## config.mk

```make
export PLATFORM = sky130hd
export DESIGN_NAME = pe_tile_sequencer
export DESIGN_NICKNAME = d
export VERILOG_FILES = /design/src/rtl/pe_tile_sequencer_pkg.sv /design/src/rtl/pe_tile_sequencer_kv_skid_fifo.sv /design/src/rtl/pe_tile_sequencer.sv
export SDC_FILE = /design/constraint.sdc
export NUM_CORES = 1
export LEC_CHECK = 0
export BUFFER_PORTS_ARGS = -buffer_cell sky130_fd_sc_hd__buf_2
export CORE_MARGIN = 2
export CORE_UTILIZATION = 35
export DETAILED_ROUTE_END_ITERATION = 16
export PLACE_DENSITY = 0.66
export SLEW_MARGIN = 20
export SYNTH_ARGS = -nofsm -noshare
export SYNTH_HDL_FRONTEND = slang
export SYNTH_SLANG_ARGS = --single-unit
```

## constraint.sdc

```tcl
create_clock -name clk -period 7.4 [get_ports clk]
set_input_delay 1.11 -clock clk [delete_from_list [all_inputs] [get_ports clk]]
set_output_delay 1.11 -clock clk [all_outputs]
set_load 0.02 [all_outputs]
```

## src/rtl/pe_tile_sequencer_pkg.sv

```systemverilog
// Shared types for the PE tile sequencer: index widths, vector types, FSM states.
package pe_tile_sequencer_pkg;

    localparam int MAX_SEQ_LEN = 64;
    localparam int MAX_NUM_Q   = 64;
    localparam int KW          = $clog2(MAX_SEQ_LEN + 1);
    localparam int QW          = $clog2(MAX_NUM_Q + 1);

    // PE vector geometry: VEC_LEN elements of ELEM_W bits per Q/K/V row.
    localparam int ELEM_W      = 8;
    localparam int VEC_LEN     = 4;

    typedef logic [QW-1:0] Q_IDX_T;
    typedef logic [KW-1:0] KV_IDX_T;

    typedef logic [VEC_LEN-1:0][ELEM_W-1:0] Q_VECTOR_T;
    typedef logic [VEC_LEN-1:0][ELEM_W-1:0] K_VECTOR_T;
    typedef logic [VEC_LEN-1:0][ELEM_W-1:0] V_VECTOR_T;

    typedef struct packed {
        K_VECTOR_T k;
        V_VECTOR_T v;
    } KV_PAIR_T;

    typedef enum logic [2:0] {
        ST_IDLE,
        ST_LOAD_Q,
        ST_WAIT_Q,
        ST_STREAM,
        ST_DRAIN,
        ST_FIN
    } PE_SEQ_STATE_T;

    // Out-of-range tile sizes saturate at the supported maximum.
    function automatic Q_IDX_T clamp_num_q(input Q_IDX_T v);
        return (v > Q_IDX_T'(MAX_NUM_Q)) ? Q_IDX_T'(MAX_NUM_Q) : v;
    endfunction

    function automatic KV_IDX_T clamp_num_kv(input KV_IDX_T v);
        return (v > KV_IDX_T'(MAX_SEQ_LEN)) ? KV_IDX_T'(MAX_SEQ_LEN) : v;
    endfunction

endpackage

```

## src/rtl/pe_tile_sequencer_kv_skid_fifo.sv

```systemverilog
// Two-entry K/V skid FIFO: absorbs the one-cycle SRAM read latency while the PE stalls.
module kv_skid_fifo
    import pe_tile_sequencer_pkg::*;
(
    input  logic     clk,
    input  logic     rst,
    input  logic     push_i,
    input  KV_PAIR_T push_data_i,
    input  logic     pop_i,
    output KV_PAIR_T head_o,
    output logic     full_o,
    output logic     empty_o
);

    KV_PAIR_T   mem_q [2];
    logic       wr_ptr_q;
    logic       rd_ptr_q;
    logic [1:0] count_q;
    logic       do_push;
    logic       do_pop;

    assign empty_o = (count_q == 2'd0);
    assign full_o  = (count_q == 2'd2);
    assign head_o  = mem_q[rd_ptr_q];
    assign do_pop  = pop_i && !empty_o;
    // Push into a full FIFO is only legal when the head leaves in the same cycle.
    assign do_push = push_i && (!full_o || do_pop);

    // Storage, pointers and occupancy.
    always_ff @(posedge clk or posedge rst) begin
        if (rst) begin
            mem_q[0] <= '0;
            mem_q[1] <= '0;
            wr_ptr_q <= 1'b0;
            rd_ptr_q <= 1'b0;
            count_q  <= 2'd0;
        end else begin
            if (do_push) begin
                mem_q[wr_ptr_q] <= push_data_i;
                wr_ptr_q        <= ~wr_ptr_q;
            end
            if (do_pop) rd_ptr_q <= ~rd_ptr_q;
            count_q <= count_q + {1'b0, do_push} - {1'b0, do_pop};
        end
    end

    a_no_overflow: assert property (@(posedge clk) disable iff (rst)
        !(push_i && full_o && !pop_i));

endmodule

```

## src/rtl/pe_tile_sequencer.sv

```systemverilog
// Walks one PE through an attention tile: Q row in, num_kv K/V beats, O row out, per query.
module pe_tile_sequencer
    import pe_tile_sequencer_pkg::*;
(
    input  logic      clk,
    input  logic      rst,
    input  logic      start,
    input  Q_IDX_T    cfg_num_q,
    input  KV_IDX_T   cfg_num_kv,
    output logic      busy,
    output logic      done,
    output logic      q_rd_en,
    output Q_IDX_T    q_rd_addr,
    input  Q_VECTOR_T q_rd_data,
    output logic      kv_rd_en,
    output KV_IDX_T   kv_rd_addr,
    input  K_VECTOR_T k_rd_data,
    input  V_VECTOR_T v_rd_data,
    output logic      pe_q_vld,
    input  logic      pe_q_rdy,
    output Q_VECTOR_T pe_q_vector,
    output logic      pe_kv_vld,
    input  logic      pe_k_rdy,
    input  logic      pe_v_rdy,
    output K_VECTOR_T pe_k_vector,
    output V_VECTOR_T pe_v_vector,
    output logic      pe_kv_last,
    input  logic      pe_o_vld,
    output logic      pe_o_rdy,
    input  logic      osram_rdy,
    output logic      o_wr_en,
    output Q_IDX_T    o_wr_addr
);

    PE_SEQ_STATE_T state_q;
    Q_IDX_T        num_q_q, q_idx_q, q_idx_d, start_nq;
    KV_IDX_T       num_kv_q, kv_issue_q, kv_issue_d, kv_sent_q, kv_sent_d, start_nkv;
    Q_VECTOR_T     q_vec_q;
    logic          pe_q_vld_q, done_q, inflight_q;
    KV_PAIR_T      fifo_head, fifo_in;
    logic          fifo_full, fifo_empty;
    logic [1:0]    fifo_cnt, occ;
    logic          beat, kv_rd, last_idx, o_wr;

    assign start_nq   = clamp_num_q(cfg_num_q);
    assign start_nkv  = clamp_num_kv(cfg_num_kv);
    assign q_idx_d    = q_idx_q + Q_IDX_T'(1);
    assign kv_issue_d = kv_issue_q + KV_IDX_T'(1);
    assign kv_sent_d  = kv_sent_q + KV_IDX_T'(1);

    // Occupancy counts the read in flight so the FIFO can never be oversubscribed.
    assign fifo_cnt  = fifo_full ? 2'd2 : (fifo_empty ? 2'd0 : 2'd1);
    assign occ       = fifo_cnt + {1'b0, inflight_q};
    assign pe_kv_vld = !fifo_empty;
    assign beat      = pe_kv_vld && pe_k_rdy && pe_v_rdy;
    assign last_idx  = (kv_sent_q == num_kv_q - KV_IDX_T'(1));
    assign kv_rd     = (state_q == ST_STREAM) && (kv_issue_q < num_kv_q) &&
                       ((occ - {1'b0, beat}) < 2'd2);
    assign o_wr      = pe_o_rdy && pe_o_vld;

    assign busy        = (state_q != ST_IDLE);
    assign done        = done_q;
    assign q_rd_en     = (state_q == ST_LOAD_Q);
    assign q_rd_addr   = q_idx_q;
    assign kv_rd_en    = kv_rd;
    assign kv_rd_addr  = kv_issue_q;
    assign pe_q_vld    = pe_q_vld_q;
    assign pe_q_vector = q_vec_q;
    assign pe_k_vector = fifo_head.k;
    assign pe_v_vector = fifo_head.v;
    assign pe_kv_last  = pe_kv_vld && last_idx;
    assign pe_o_rdy    = (state_q == ST_DRAIN) && osram_rdy;
    assign o_wr_en     = o_wr;
    assign o_wr_addr   = q_idx_q;

    assign fifo_in.k = k_rd_data;
    assign fifo_in.v = v_rd_data;

    kv_skid_fifo u_kv_fifo (
        .clk         (clk),
        .rst         (rst),
        .push_i      (inflight_q),
        .push_data_i (fifo_in),
        .pop_i       (beat),
        .head_o      (fifo_head),
        .full_o      (fifo_full),
        .empty_o     (fifo_empty)
    );

    // Tile FSM with its counters, Q holding register and read-in-flight tag.
    always_ff @(posedge clk or posedge rst) begin
        if (rst) begin
            state_q    <= ST_IDLE;
            num_q_q    <= '0;
            num_kv_q   <= '0;
            q_idx_q    <= '0;
            kv_issue_q <= '0;
            kv_sent_q  <= '0;
            q_vec_q    <= '0;
            pe_q_vld_q <= 1'b0;
            done_q     <= 1'b0;
            inflight_q <= 1'b0;
        end else begin
            done_q     <= 1'b0;
            inflight_q <= kv_rd;
            if (kv_rd) kv_issue_q <= kv_issue_d;
            if (beat)  kv_sent_q  <= kv_sent_d;
            case (state_q)
                ST_IDLE: if (start) begin
                    num_q_q  <= start_nq;
                    num_kv_q <= start_nkv;
                    q_idx_q  <= '0;
                    state_q  <= (start_nq == '0 || start_nkv == '0) ? ST_FIN : ST_LOAD_Q;
                end
                ST_LOAD_Q: state_q <= ST_WAIT_Q;
                // First WAIT_Q cycle carries the SRAM data; afterwards hold until the PE takes it.
                ST_WAIT_Q: if (!pe_q_vld_q) begin
                    q_vec_q    <= q_rd_data;
                    pe_q_vld_q <= 1'b1;
                end else if (pe_q_rdy) begin
                    pe_q_vld_q <= 1'b0;
                    kv_issue_q <= '0;
                    kv_sent_q  <= '0;
                    state_q    <= ST_STREAM;
                end
                ST_STREAM: if (beat && last_idx) state_q <= ST_DRAIN;
                ST_DRAIN: if (o_wr) begin
                    if (q_idx_q == num_q_q - Q_IDX_T'(1)) begin
                        state_q <= ST_FIN;
                    end else begin
                        q_idx_q <= q_idx_d;
                        state_q <= ST_LOAD_Q;
                    end
                end
                ST_FIN: begin
                    done_q  <= 1'b1;
                    state_q <= ST_IDLE;
                end
                default: state_q <= ST_IDLE;
            endcase
        end
    end

endmodule

```

==> results of run 1 <==
## registers in the layout, indices dropped and copies added (netlist names)
name	flops
u_kv_fifo.count_q	2
kv_rd_addr	7
inflight_q	1
pe_q_vector	32
state_q	3
u_kv_fifo.mem_q	128
done	1
u_kv_fifo.wr_ptr_q	1
o_wr_addr	7
pe_q_vld	1
num_kv_q	7
kv_sent_q	7
u_kv_fifo.rd_ptr_q	1
num_q_q	7
## layout make-up
type                    count  area, sq um
clock buffers              32        691.9
inverters                  21        86.33
fillers                  2498        15010
repair buffers            250         1269
well taps                 341        426.7
flip-flops and latches    205         5131
clock inverters            11        155.1
multi-input cells         465         4182
## layer usage
layer,routed length (um),track usage (%)
met1,9551,19.58
met2,9952,24.44
met3,1431,3.265
met4,261,2.936
met5,0,0
## critical path: cells and delay by family (launching register included)
family / cells / cell delay [ns]
adder cells (fa/ha/maj): 1 / 0.29
buffers and inverters: 2 / 0.27
flip-flops: 1 / 0.48
AND/OR/NAND/NOR: 1 / 0.13
AO/OA/AOI/OAI: 4 / 1.42
## power by group through the flow
| stage | Clock [mW] | Combinational [mW] | Sequential (mW) |
|---|---|---|---|
| 2_1_floorplan | 0 | 1.63 | 1.73 |
| 3_3_place_gp | 0 | 2.14 | 1.78 |
| 3_5_place_dp | 0 | 2.17 | 1.80 |
| 4_1_cts | 1.29 | 2.18 | 1.78 |
| 5_1_grt | 1.34 | 2.33 | 1.84 |
| 6_report | 1.25 | 2.14 | 1.78 |
## cell families (layout without fill, tap and decap cells)
group / after synthesis / count (layout)
compound gates: 69 / 69
xor+xnor: 27 / 27
fa+ha+maj: 14 / 14
buf+inv: 64 / 314
flops: 205 / 205
mux: 228 / 228
simple gates: 127 / 127
## cells in the mapped netlist (4+ instances only)
master and number:
and2_1 4, xnor2_1 13, a211oi_1 4, dfrtp_1 205, nor2_1 26, buf_2 5
ha_1 14, xor2_1 12, or4_1 5, a21oi_1 12, nor2b_1 5, clkbuf_1 26
mux2_2 225, inv_1 21, buf_4 8, nand2b_1 8, nand4_1 5, a21o_1 6
o31ai_1 6, nand3_1 8, o21ai_0 22, nand3b_1 9, nand2_1 28, nor3_1 8
## worst paths after layout
check | cells past startpoint | slack (ns) | to | start
setup / recovery | 8 | 3.19 | pe_kv_last | num_kv_q[0]
hold / removal | 1 | 0.50 | u_kv_fifo.mem_q[11] | u_kv_fifo.mem_q[11]
setup reg to reg | 8 | 4.56 | state_q[2] | num_kv_q[0]
hold reg to reg | 1 | 0.50 | u_kv_fifo.mem_q[11] | u_kv_fifo.mem_q[11]
max in group asynchronous | 3 | 5.34 | u_kv_fifo.mem_q[71] | rst
min in group asynchronous | 2 | 0.71 | pe_q_vector[7] | rst
## per-stage QoR
stage	power (mW)	setup slack (ns)	cells	hold WS (ns)	utilization (%)
final	5.170	3.189	1325	0.4986	44.31
after global routing	5.500	2.940	1325	0.5093	44.31
after CTS	5.259	3.135	1325	0.4999	44.31
after detailed placement	3.974	3.422	1282	0.4871	41.17
after global placement	3.919	3.513	1282	0.4813	41.17
after floorplan	3.367	0.6942	734	0.4601	-
==> results.json, run 1 <==
{
  "max-slew-margin-rel_pct": 37.43,
  "async_flop_share_pct": 100.0,
  "drt_first_pass_iters": 4,
  "muxShareOfSynthArea_pct": 26.73,
  "syn_area_per_cell_sq_um": 13.07,
  "synth_xor_area_share_pct": 2.753,
  "area_delta_synth_final_pct": 24.51,
  "grt_pass1_wl_um": 34470,
  "worstMarginPinSlew_ns": 0.9385,
  "wl_per_cell_um": 16.00,
  "cts_max_level": 1,
  "design_area_sq_um": 11940,
  "cts_made_buffers": 25,
  "synth-edff-count": 0,
  "grtUsageTotal_pct": 14.61,
  "clock_path_buffers": 3,
  "synth_top_area_share_pct": 53.49,
  "dieHeight_um": 169.5,
  "finalCriticalPeriod_ns": 4.211,
  "yosys_register_bits": 205,
  "synth_compound_area_share_pct": 4.814,
  "hpwl_um": 14390,
  "synth_cell_types": 58,
  "yosysWarnings": 0,
  "final_common_cell": "buf_2",
  "root_buffer": "clkbuf_16",
  "rows": 60,
  "rsz0062_at_grt": "no",
  "routed_wl_um": 21200,
  "cp_cell_sequence": "inv_1 -> ha_1 -> o21ba_2 -> a221o_1 -> a2111oi_0 -> o31ai_1 -> nor2_1 -> buf_2",
  "grt_pass1_vias": 6675,
  "end_kind": "primary output",
  "synth-seq-area-share_pct": 53.49,
  "clock_latency_ns": 0.50,
  "via_per_inst": 4.925,
  "crit_path_max_incr_delay_ns": 0.63,
  "seq_power_share_pct": 34.4,
  "p_leak_nw": 5.704,
  "drive_above_1_share_pct": 53.66,
  "holdBufCountCts": 0,
  "yosysTopAreaCell": "dfrtp_1",
  "synth_nets": 866,
  "synth_area_sq_um": 9590,
  "coreArea_sq_um": 26950,
  "outcome": "finished, final reports clean",
  "p_clk_share_pct": 24.1,
  "clock_skew_ns": 0.01007,
  "hp-class": "flip-flop to flip-flop",
  "synthTopCellsByArea": "dfrtp_1 (53%), mux2_2 (26%), ha_1 (1.8%)",
  "intPower_mw": 3.394,
  "cts_resized": 0,
  "cp.required_ns": 6.29,
  "combPwrFrac_pct": 41.4,
  "yosys.area_share.simple_pct": 7.319,
  "drv_slew": 0,
  "ys.flop_type": "dfrtp_1",
  "maxClockFrequency_ghz": 0.2375,
  "hold_viol_final": 0,
  "routabilityCongestion": 0.8308,
  "p_sw_share_pct": 34.34,
  "clk_pin_slew_ns": 0.06,
  "synth_top_family_by_area": "multiplexers",
  "start_util_pct": 35.58,
  "syn_inst": 734,
  "path_class": "flip-flop to primary output",
  "drc": 0,
  "synthAdderAreaFrac_pct": 1.826,
  "nets": 1100,
  "die-area_sq_um": 28740,
  "grt_max_degree": 95,
  "mostFrequentLayoutCells": "buf_2 (243), mux2_2 (225), dfrtp_1 (204)",
  "vias": 6525,
  "maxCapViolations": 0,
  "period_share_pct": 56.91,
  "n_antenna_cell": 0,
  "cp_slowest_cell": "a2111oi_0",
  "ios": 244,
  "fp.dieW_um": 169.5,
  "worstPathMaxFanout": 9,
  "crit_arrival_ns": 3.10,
  "postCtsSetupBuffers": 0,
  "drt-initial-drc-count": 351,
  "tns_ns": 0,
  "cts_tree": "yes",
  "p_switching_mw": 1.776,
  "powerDensity_nw_per_um2": 433.0,
  "irDropWorstVdd_v": 0.0001524,
  "start_kind": "flip-flop",
  "grt.overflow.total": 0,
  "postRouteAntennaNets": 0,
  "antenna_found_initial": 1,
  "setup_viol": 0,
  "placed_area_sq_um": 11090,
  "numClockSinks": 205,
  "portBuffers": 243
}
Power figures use the tool's default switching activity.
==> run 2: changes to the inputs <==
==> constraint.sdc (replaced) <==
create_clock -name clk -period 4 [get_ports clk]
set_input_delay 0.6 -clock clk [delete_from_list [all_inputs] [get_ports clk]]
set_output_delay 0.6 -clock clk [all_outputs]
set_load 0.02 [all_outputs]
==> results.json, run 2 (same netlist as run 1, synthesis figures left out) <==
{
  "vias": 6504,
  "wl_per_cell_um": 15.92,
  "grt_max_degree": 100,
  "start_util_pct": 35.58,
  "regMostFlops": "u_kv_fifo.mem_q",
  "portBuffers": 243,
  "tns_ns": 0,
  "hp-class": "input pin to asynchronous set/reset pin",
  "hpwl_um": 14710,
  "coreArea_sq_um": 26950,
  "grtUsageTotal_pct": 14.38,
  "hold_viol_final": 0,
  "drv_slew": 0,
  "antenna_found_initial": 2,
  "clock_skew_ns": 0.008338,
  "cp.required_ns": 3.40,
  "dieHeight_um": 169.5,
  "p_leak_nw": 5.688,
  "rows": 60,
  "via_per_inst": 4.901,
  "design_area_sq_um": 11940,
  "nets": 1100,
  "final_util_pct": 44.29,
  "n_fill_cell": 2506,
  "rsz0062_at_grt": "no",
  "routabilityCongestion": 0.8386,
  "root_buffer": "clkbuf_16",
  "grt_pass1_vias": 6643,
  "placed_area_sq_um": 11150,
  "worstMarginPinSlew_ns": 0.8985,
  "path_class": "flip-flop to primary output",
  "cts_resized": 0,
  "grt_pass1_wl_um": 33760,
  "powerDensity_nw_per_um2": 791.4,
  "mostFrequentLayoutCells": "buf_2 (243), mux2_2 (225), dfrtp_1 (204)",
  "ios": 244,
  "cts_made_buffers": 23,
  "max-slew-margin-rel_pct": 39.45,
  "start_kind": "flip-flop",
  "finalCriticalPeriod_ns": 3.565,
  "setup_viol": 0,
  "fp.dieW_um": 169.5,
  "drc": 0,
  "clock_path_buffers": 3,
  "period_share_pct": 89.14,
  "die-area_sq_um": 28740,
  "clk_pin_slew_ns": 0.06,
  "maxCapViolations": 0,
  "maxClockFrequency_ghz": 0.2805,
  "holdBufCountCts": 0,
  "postRouteAntennaNets": 0,
  "drive_above_1_share_pct": 53.71,
  "postCtsSetupBuffers": 0,
  "end_kind": "primary output",
  "power_mw": 9.445,
  "routed_wl_um": 21120,
  "worstPathMaxFanout": 9,
  "largest_reg_flops": 128,
  "drt-initial-drc-count": 330,
  "numClockSinks": 205,
  "area_delta_synth_final_pct": 24.45,
  "outcome": "finished, final reports clean",
  "drt_first_pass_iters": 4,
  "crit_arrival_ns": 2.97,
  "clock_latency_ns": 0.51,
  "whs_ns": 0.01745,
  "irDropWorstVdd_v": 0.0002945,
  "final_common_cell": "buf_2",
  "grt.overflow.total": 0,
  "cts_max_level": 1,
  "cts_tree": "yes"
}
==> run 2: changes by cell type in the layout (fill, tap and decap cells not counted) <==
cell,delta
buf_12,+3
clkbuf_8,+3
clkinv_2,-3
bufinv_16,-2
clkbuf_16,-2
buf_4,-1
clkbuf_1,+1
clkinv_4,+1
clkinvlp_4,+1
diode_2,+1
inv_6,+1
inv_8,-1
nor3_1,-1
nor3_2,+1
==> run 2: worst paths after layout <==
kind,cells after the start,endpoint,start,slack [ns]
max,8,pe_kv_last,num_kv_q[0],0.43
min,2,u_kv_fifo.mem_q[57],rst,0.02
max reg2reg,8,state_q[1],num_kv_q[0],1.29
min reg2reg,1,pe_q_vector[16],pe_q_vector[16],0.50
max in group asynchronous,3,u_kv_fifo.rd_ptr_q,rst,2.91
min in group clk,2,pe_q_vector[0],q_rd_data[0],0.33
==> run 2: metal layers <==
metal	vias to the layer above	GRT usage (%)	part of all wire (%)	wire length, um
li1	3095	-	-	-
met1	3166	18.76	45	9477
met2	210	24.22	46	9768
met3	31	3.475	7.1	1495
met4	2	3.382	1.7	369
met5	-	0	0.062	13
==> run 2: critical path, stage by stage (launching register included) <==
cell       delay [ns]
dfrtp_1          0.48
inv_1            0.11
ha_1             0.29
o21ba_2          0.24
a221o_1          0.34
a2111oi_0        0.53
o31ai_1          0.18
nor2_1           0.12
buf_2            0.17
==> run 2: report_power, final <==
group | internal [mW] | switching [mW]
logic | 1.99 | 2.00
registers | 2.86 | 0.446
clock network | 1.32 | 0.836
total | 6.16 | 3.28
==> run 2: final cells by class <==
cell class	instances	area [sq um]	share of cell area, %
inverter	21	82.58	0.6919
timing repair buffer	252	1321	11.07
multi-input combinational	465	4187	35.08
clock buffer	34	686.9	5.755
sequential	205	5131	42.99
clock inverter	8	97.59	0.8177
tap	341	426.7	3.575
antenna	1	2.502	0.02097
==> run 2: metrics by stage <==
| step | cells | setup WS (ns) |
|---|---|---|
| final | 1327 | 0.4346 |
| after CTS | 1326 | 0.3874 |
| after detailed placement | 1284 | 0.9480 |
| after global routing | 1326 | 0.2030 |
| after floorplan | 734 | 0.7417 |
| after global placement | 1284 | 1.058 |
==> run 3: changes to the inputs <==
--- a/config.mk
+++ b/config.mk
@@ -7,9 +7,9 @@
 export LEC_CHECK = 0
 export BUFFER_PORTS_ARGS = -buffer_cell sky130_fd_sc_hd__buf_2
 export CORE_MARGIN = 2
-export CORE_UTILIZATION = 35
+export CORE_UTILIZATION = 53
 export DETAILED_ROUTE_END_ITERATION = 16
-export PLACE_DENSITY = 0.66
+export PLACE_DENSITY = 0.89
 export SLEW_MARGIN = 20
 export SYNTH_ARGS = -nofsm -noshare
 export SYNTH_HDL_FRONTEND = slang
==> results.json, run 3 (same netlist as run 1, synthesis figures left out) <==
{
  "grtUsageTotal_pct": 21.75,
  "combPwrFrac_pct": 43.5,
  "irDropWorstVdd_v": 0.0005534,
  "clock_skew_ns": 0.006093,
  "cp_slowest_cell": "a2111oi_0",
  "final_common_cell": "buf_2",
  "powerDensity_nw_per_um2": 791.9,
  "grt_pass1_vias": 6987,
  "intPower_mw": 6.006,
  "grt_max_degree": 78,
  "n_fill_cell": 1337,
  "hp-class": "input pin to asynchronous set/reset pin",
  "p_switching_mw": 3.263,
  "p_leak_nw": 5.639,
  "drive_above_1_share_pct": 53.21,
  "drt-initial-drc-count": 277,
  "routed_wl_um": 20910,
  "setup_viol": 0,
  "wl_per_cell_um": 17.28,
  "fp.dieW_um": 138.5,
  "seq_power_share_pct": 35.5,
  "postRouteAntennaNets": 0,
  "grt.overflow.total": 0,
  "clk_pin_slew_ns": 0.06,
  "ios": 244,
  "cts_resized": 0,
  "n_antenna_cell": 0,
  "die-area_sq_um": 19190,
  "regMostFlops": "u_kv_fifo.mem_q",
  "p_clk_share_pct": 20.9,
  "cts_tree": "yes",
  "max-slew-margin-rel_pct": 39.11,
  "clock_path_buffers": 3,
  "cts_max_level": 1,
  "cp.required_ns": 3.40,
  "crit_path_max_incr_delay_ns": 0.58,
  "start_kind": "flip-flop",
  "clock_latency_ns": 0.49,
  "drt_first_pass_iters": 4,
  "antenna_found_initial": 2,
  "final_util_pct": 65.61,
  "cts_made_buffers": 22,
  "end_kind": "primary output",
  "drc": 0,
  "cp_cell_sequence": "inv_1 -> ha_1 -> o21ba_2 -> a221o_1 -> a2111oi_0 -> o31ai_1 -> nor2_1 -> buf_2",
  "coreArea_sq_um": 17840,
  "dieHeight_um": 138.5,
  "tns_ns": 0,
  "path_class": "flip-flop to primary output",
  "holdBufCountCts": 0,
  "hpwl_um": 14580,
  "outcome": "finished, final reports clean",
  "maxCapViolations": 0,
  "largest_reg_flops": 128,
  "numClockSinks": 205,
  "vias": 6622,
  "root_buffer": "clkbuf_16",
  "area_delta_synth_final_pct": 22.05,
  "portBuffers": 243,
  "worstPathMaxFanout": 9,
  "worstMarginPinSlew_ns": 0.9035,
  "drv_slew": 0,
  "mostFrequentLayoutCells": "buf_2 (243), mux2_2 (225), dfrtp_1 (204)",
  "grt_pass1_wl_um": 34800,
  "nets": 1099,
  "period_share_pct": 89.44,
  "via_per_inst": 5.473,
  "hold_viol_final": 0,
  "p_sw_share_pct": 35.21,
  "start_util_pct": 53.76,
  "routabilityCongestion": 0.8083,
  "rsz0062_at_grt": "no",
  "finalCriticalPeriod_ns": 3.578,
  "maxClockFrequency_ghz": 0.2795,
  "postCtsSetupBuffers": 0,
  "rows": 49,
  "crit_arrival_ns": 2.98
}
## run 3: changes by cell type in the layout (fill, tap and decap cells not counted), sizes merged
cell / delta
bufinv: -2
clkbuf: +1
clkinv: -3
clkinvlp: +1
diode: -1
inv: -1
## run 3: per-stage QoR
step | setup slack, ns | area (sq um) | std cells | hold WS (ns) | power, mW
6_report | 0.4224 | 11710 | 1210 | 0.2865 | 9.269
5_1_grt | 0.03877 | 11710 | 1210 | 0.3209 | 9.811
4_1_cts | 0.3819 | 11710 | 1210 | 0.2944 | 9.383
3_5_place_dp | 0.9065 | 11000 | 1172 | 0.4877 | 7.380
3_3_place_gp | 1.103 | 11000 | 1172 | 0.4784 | 7.225
2_1_floorplan | 0.7417 | 9594 | 734 | 0.4601 | 6.229
## run 3: final timing paths
kind	end	from	slack, ns	depth (start not counted)
worst max-delay path	pe_kv_last	num_kv_q[0]	0.42	8
worst min-delay path	num_q_q[4]	rst	0.29	2
worst max register to register	state_q[0]	num_kv_q[0]	1.29	8
worst min register to register	pe_q_vector[11]	pe_q_vector[11]	0.50	1
max in group asynchronous	u_kv_fifo.mem_q[31]	rst	2.64	3
min in group clk	pe_q_vector[28]	q_rd_data[28]	0.34	2
## run 3: worst max-delay path, delay by kind of cell, from the launching register on
family / cells / cell delay, ns
compound gates: 4 / 1.34
flops: 1 / 0.48
simple gates: 1 / 0.12
fa+ha+maj: 1 / 0.30
buf+inv: 2 / 0.27
## run 3: layout make-up
| class | instances | area [sq um] | area share (%) |
|---|---|---|---|
| multi-input combinational | 465 | 4182 | 35.72 |
| inverter | 21 | 82.58 | 0.7055 |
| clock buffer | 35 | 680.7 | 5.815 |
| tap | 229 | 286.5 | 2.448 |
| timing repair buffer | 252 | 1321 | 11.29 |
| sequential | 205 | 5131 | 43.84 |
| clock inverter | 3 | 21.27 | 0.1817 |
## run 3: power by group through the flow
stage	Combinational [mW]	Sequential [mW]	Clock (mW)
final	4.04	3.29	1.94
after detailed placement	4.06	3.32	0
after global placement	3.97	3.26	0
after global routing	4.34	3.39	2.08
after CTS	4.10	3.29	2.00
after floorplan	3.02	3.21	0
## run 3: per-layer routing
metal	up-vias	routed length, um	GRT usage [%]
li1	3095	-	-
met1	3266	8600	27.86
met2	223	10570	38.25
met3	34	1353	4.468
met4	4	354	5.048
met5	-	27	0
